File: src/rtl/riscv_32i_defs_pkg.sv
// Shared RV32I definitions: ALU operation encodings.
package riscv_32i_defs_pkg;

    typedef enum logic [3:0] {
        ALU_AND  = 4'b0000,
        ALU_OR   = 4'b0001,
        ALU_ADD  = 4'b0010,
        ALU_XOR  = 4'b0011,
        ALU_SLL  = 4'b0100,
        ALU_SRL  = 4'b0101,
        ALU_SUB  = 4'b0110,
        ALU_SRA  = 4'b0111,
        ALU_SLT  = 4'b1000,
        ALU_SLTU = 4'b1001
    } alu_op_t;

endpackage

File: src/rtl/alu.sv
// Single-cycle registered ALU: result and zero flag update on every rising clock edge.
module alu
    import riscv_32i_defs_pkg::*;
#(
    parameter int unsigned XLEN = 32
) (
    input  logic            clk,
    input  logic            rst_n,
    input  alu_op_t         alu_op,
    input  logic [XLEN-1:0] in_a,
    input  logic [XLEN-1:0] in_b,
    output logic [XLEN-1:0] result,
    output logic            zero
);

    logic [XLEN-1:0] result_d;
    logic [4:0]      shamt;

    assign shamt = in_b[4:0];

    always_comb begin
        result_d = '0;
        case (alu_op)
            ALU_AND:  result_d = in_a & in_b;
            ALU_OR:   result_d = in_a | in_b;
            ALU_ADD:  result_d = in_a + in_b;
            ALU_XOR:  result_d = in_a ^ in_b;
            ALU_SLL:  result_d = in_a << shamt;
            ALU_SRL:  result_d = in_a >> shamt;
            ALU_SUB:  result_d = in_a - in_b;
            ALU_SRA:  result_d = $signed(in_a) >>> shamt;
            ALU_SLT:  result_d = {{(XLEN-1){1'b0}}, $signed(in_a) < $signed(in_b)};
            ALU_SLTU: result_d = {{(XLEN-1){1'b0}}, in_a < in_b};
            // Undefined encodings fall through to zero.
            default:  result_d = '0;
        endcase
    end

    always_ff @(posedge clk) begin
        if (!rst_n) begin
            result <= '0;
            zero   <= 1'b1;
        end else begin
            result <= result_d;
            zero   <= (result_d == '0);
        end
    end

    zero_tracks_result: assert property (@(posedge clk) rst_n |-> (zero == (result == '0)));
    result_known:       assert property (@(posedge clk) rst_n |-> !$isunknown(result));

endmodule

File: config.mk
export PLATFORM = sky130hd
export DESIGN_NAME = alu
export DESIGN_NICKNAME = d
export VERILOG_FILES = /design/src/rtl/riscv_32i_defs_pkg.sv /design/src/rtl/alu.sv
export SDC_FILE = /design/constraint.sdc
export NUM_CORES = 1
export LEC_CHECK = 0
export ABC_CLOCK_PERIOD_IN_PS = 12200
export CAP_MARGIN = 20
export CELL_PAD_IN_SITES_DETAIL_PLACEMENT = 0
export CELL_PAD_IN_SITES_GLOBAL_PLACEMENT = 1
export CORE_MARGIN = 3
export CORE_UTILIZATION = 48
export DETAILED_ROUTE_END_ITERATION = 12
export MAX_ROUTING_LAYER = met4
export PLACE_DENSITY = 0.95
export REMOVE_ABC_BUFFERS = 1
export SETUP_SLACK_MARGIN = 0.02
export SYNTH_ARGS = -nofsm -noshare
export SYNTH_HDL_FRONTEND = slang
export SYNTH_SLANG_ARGS = --single-unit
File: constraint.sdc
create_clock -name clk -period 12.2 [get_ports clk]
set_clock_uncertainty 0.2 [all_clocks]
set_input_delay 2.44 -clock clk [delete_from_list [all_inputs] [get_ports clk]]
set_output_delay 2.44 -clock clk [all_outputs]
set_load 0.02 [all_outputs]
After elaboration in Yosys (flattened, before gate mapping)
Index checks and enable logic that the tools add are counted.
Widths: inputs -> output; s select.
{"block": "totals", "reg_bits": 33, "latch_bits": 0, "ramBits": 0, "romBits": 0, "input_bits": 70, "output_inout_bits": 33, "memories": 0}
{"block": "op_classes", "add_sub_neg": 2, "multipliers": 0, "div_mod_pow": 0, "magnitude_cmp": 2, "n_eq_ne": 9, "shifts": 3, "mux": 1, "bitwise_logic": 3, "n_reduce_logical": 2}
{"operator": "$pmux 32 s10", "n": 1}
{"operator": "$lt 32x32->1", "n": 2}
{"operator": "$add 32x32->32", "n": 1}
{"operator": "$and 32x32->32", "n": 1}
{"operator": "$logic_not 32->1", "n": 1}
{"operator": "$or 32x32->32", "n": 1}
{"operator": "$shl 32x5->32", "n": 1}
{"operator": "$shr 32x5->32", "n": 1}
{"operator": "$sshr 32x5->32", "n": 1}
{"operator": "$sub 32x32->32", "n": 1}
{"operator": "$xor 32x32->32", "n": 1}
{"operator": "$eq 4x3->1 const B", "n": 4}
{"operator": "$eq 4x2->1 const B", "n": 2}
{"operator": "$eq 4x4->1 const B", "n": 2}
{"operator": "$eq 4x1->1 const B", "n": 1}
{"operator": "$logic_not 4->1", "n": 1}

Logic depth before layout (Yosys ltp)
{"block": "depth", "ltp_word": 3, "depth_mapped": 19}

Worst setup path after synthesis
Ideal clock, no wire load.
{"block": "synth_timing", "kind": "input to register", "start": "input in_b[2]", "end": "register zero", "setup_time_ps": 59, "arrival_time_ps": 6619, "required_ps": 11941, "slack_ps": 5322, "path_stages": 19, "path_buffers": 6, "path_cell_list": "buf_2 -> buf_4 -> inv_2 -> buf_1 -> clkbuf_1 -> clkbuf_1 -> ha_1 -> buf_2 -> nor2_1 -> o311ai_0 -> a21oi_1 -> or3_1 -> xnor2_1 -> a211oi_1 -> nand4b_1 -> or4_1 -> nor4_1 -> and4_1 -> a41o_1"}
{"block": "synth_between", "elab_chain_cells": 3, "elab_cells_between_ends": 12, "classes_between": "add/sub (2); order compare (2); shift (3); mux (1); bitwise (3); reduce/logical (1)"}
{"element": "start, declared", "line_no": "alu.sv:11", "rtl": "input logic [XLEN-1:0] in_b,"}
{"element": "$sub 32x32->32, or another cell as far along", "line_no": "alu.sv:30", "rtl": "ALU_SUB: result_d = in_a - in_b;"}
{"element": "$pmux 32 s10 (*)", "line_no": "alu.sv:23", "rtl": "case (alu_op)"}
{"element": "$logic_not 32->1 (*)", "line_no": "alu.sv:45", "rtl": "zero <= (result_d == '0);"}
{"element": "end signal, assigned", "line_no": "alu.sv:45"}
{"element": "end, declared", "line_no": "alu.sv:13", "rtl": "output logic zero"}
Every way passes the cells marked *; elsewhere a longest branch is shown, timed or not.
A chain may end at the register's enable or synchronous reset.

Worst setup path in the final report
{"block": "layout_timing", "start": "input in_b[1]", "end": "register zero"}
Same word-level chain as after synthesis.

==> impl_metrics.ini <==
[drt]
vias = 13600
firstDrtPassIters = 6
via_per_inst = 7.23
wl_per_cell_um = 29.0
wirelength_mm = 54.8
drc = 0
detail-route-antenna-nets = 0
drtIter0Drc = 1976

[yosys]
synth_top_area_frac = 0.108
synth_edf_count = 0
yosysSeqAreaShare = 0.0587
yosys_warnings = 0
syn_area_mm2 = 0.0113
synth_seq_cells = 33
netlist_top_cells_area = ha_1, mux4_2, mux2i_1
synth_flop_cell = dfxtp_1
ys_async_sr_fraction = 0
synth_area_per_cell_um2 = 7.18
synth.distinct_cells = 86
syn_inst = 1567
yosysTopAreaCell = ha_1

[floorplanning]
rows = 55
core_mm2 = 0.0228
die_x_um = 159
die_h_um = 159
fp.dieArea_mm2 = 0.0253
initial_utilization = 0.493
ios = 103

[final_layout]
stdcell_count = 1886
final_common_cell = nor2_1
num-fill-cells = 2275
mostFrequentLayoutCells = nor2_1, nand2_1, a21oi_1
final_area_mm2 = 0.0124
nets = 1739
drive_gt1_frac = 0.0878
area_growth_pct = 10.2

[global_route]
overflow = 0
grt_pass1_wl_mm = 81.5
antenna_found_initial = 2
grt_usage = 0.423
grt_pass1_vias = 12400
grt_max_degree = 73

[timing]
rsz0062_at_grt = no
tightest_slew_ns = 1.04
setup_viol = 0
fin_crit_ns = 7.95
hold_violations = 0
whs_ns = 2.88
max_slew_margin = 0.289
fin_crit_sh = 0.651
fmax_mhz = 126
setup_tns_ns = 0
maxSlewViolCount = 0

[cts]
cts_resized = 0
cts_setup_buffers = 0
cts.sinks = 33
cts_buffers = 5
clockBufferDepth = 2
cts-root-buf = clkbuf_16
h-tree-depth = 2
cts_tree = yes
clkTransAtPathRegs_ns = 0.06
cts_hold_buf = 0

[worst_setup_path]
cp_max_fo = 58
crit_start = in_b[1]
startpoint_type = input pin
required_ns = 12.22
worstSetupPathType = input pin to flip-flop
critPathArrivalTime_ns = 7.97
end_kind = flip-flop
slowest_stage = buf_4
max_stage_delay_ns = 0.72
cp_cell_sequence = buf_4 -> buf_4 -> inv_2 -> ha_1 -> o21bai_1 -> o211ai_1 -> a211oi_1 -> o21a_1 -> o21ai_0 -> xnor2_1 -> a2111oi_0 -> a21boi_0 -> and4_1 -> and4_1 -> a41o_1

[placed_design]
portBuffers = 102
globalplace.congestion = 1.10
dp_hpwl_mm = 41.7
placed_cell_area_mm2 = 0.0122
post-place-cells = 1875

[power_and_ir_drop]
power.leakage_nw = 5.04
power_density_mw_per_mm2 = 66.6
ir_drop_mv = 0.0651

[min_path]
hold_path.class = input pin to flip-flop
hp-start = in_b[3]

[run]
drv_cap = 0

[status]
status = completed
[metal layers]
layer | GRT usage | vias to the layer above | wire (um) | part of all wire
li1 | - | 5903 | - | -
met1 | 0.560 | 6413 | 21400 | 0.39
met5 | - | - | 0 | 0
met4 | 0.177 | 0 | 3280 | 0.060
met3 | 0.0817 | 211 | 6770 | 0.12
met2 | 0.632 | 1104 | 23400 | 0.43
[cell type report]
class | instances | area, um2 | area share
antenna | 2 | 5.00 | 0.000404
clock inverter | 2 | 10.0 | 0.000807
timing repair buffer | 131 | 1230 | 0.0991
clock buffer | 6 | 129 | 0.0104
sequential | 33 | 661 | 0.0533
multi-input combinational | 1295 | 9580 | 0.773
inverter | 104 | 390 | 0.0315
tap | 313 | 392 | 0.0316
[flip-flops by register name (all words and copies together), names as in the netlist]
name and cells:
zero 1, result 32
[kinds of logic (layout without fill, tap and decap cells)]
| family | Yosys count | after routing | share of synthesized area |
|---|---|---|---|
| adder cells (fa/ha/maj) | 99 | 99 | 0.111 |
| buffers and inverters | 239 | 243 | 0.0910 |
| multiplexers | 149 | 149 | 0.190 |
| AND/OR/NAND/NOR | 516 | 516 | 0.216 |
| XOR/XNOR | 14 | 14 | 0.0109 |
| AO/OA/AOI/OAI | 517 | 517 | 0.322 |
| other | 0 | 2 | 0 |
| flip-flops | 33 | 33 | 0.0587 |
[worst paths after layout]
kind,end,depth (start not counted)
max,zero$_SDFF_PN1_,15
min,result[14]$_SDFF_PN0_,5
[power breakdown]
group | leakage, nW | switching (W) | internal, W
logic | 4.70 | 0.000367 | 0.000209
registers | 0.272 | 0.00000248 | 0.000118
clock network | 0.0706 | 0.0000545 | 0.0000752
total | 5.04 | 0.000424 | 0.000402
[cell usage after synthesis (7+ instances only)]
cell,n
nor2_1,168
nand2_1,143
a21oi_1,117
inv_1,101
ha_1,97
clkbuf_1,81
o21ai_0,80
mux2i_1,74
mux4_2,44
nand3_1,36
buf_2,33
dfxtp_1,33
nor3_1,33
o211ai_1,28
mux2_2,27
a22oi_1,26
nand2b_1,24
a211oi_1,22
a31oi_1,20
o31ai_1,20
nor4_1,18
a21o_1,16
and2_1,16
o221ai_1,15
or3_1,15
nor2b_1,14
o22ai_1,14
xnor2_1,14
o2111ai_1,13
a32oi_1,10
o21a_1,10
a2111oi_0,8
buf_4,8
nand4_1,8
o2111a_1,8
o311ai_0,8
or2_2,8
a221o_1,7
a221oi_1,7
nand3b_1,7
o21bai_1,7
[worst max-delay path: cells and delay by family]
family	cells	cell delay, ns
buffers and inverters	3	1.74
AND/OR/NAND/NOR	2	0.45
AO/OA/AOI/OAI	8	2.66
XOR/XNOR	1	0.17
adder cells (fa/ha/maj)	1	0.45
[per-stage QoR]
step,power [W],util,setup slack [ns]
CTS,0.000803,0.542,4.37
global route,0.000861,0.543,4.01
finish,0.000826,0.543,4.25
floorplan,0.000447,-,6.09
detailed placement,0.000673,0.536,4.11
global placement,0.000672,0.536,4.17
No activity file was read; power rests on OpenSTA's default activity.
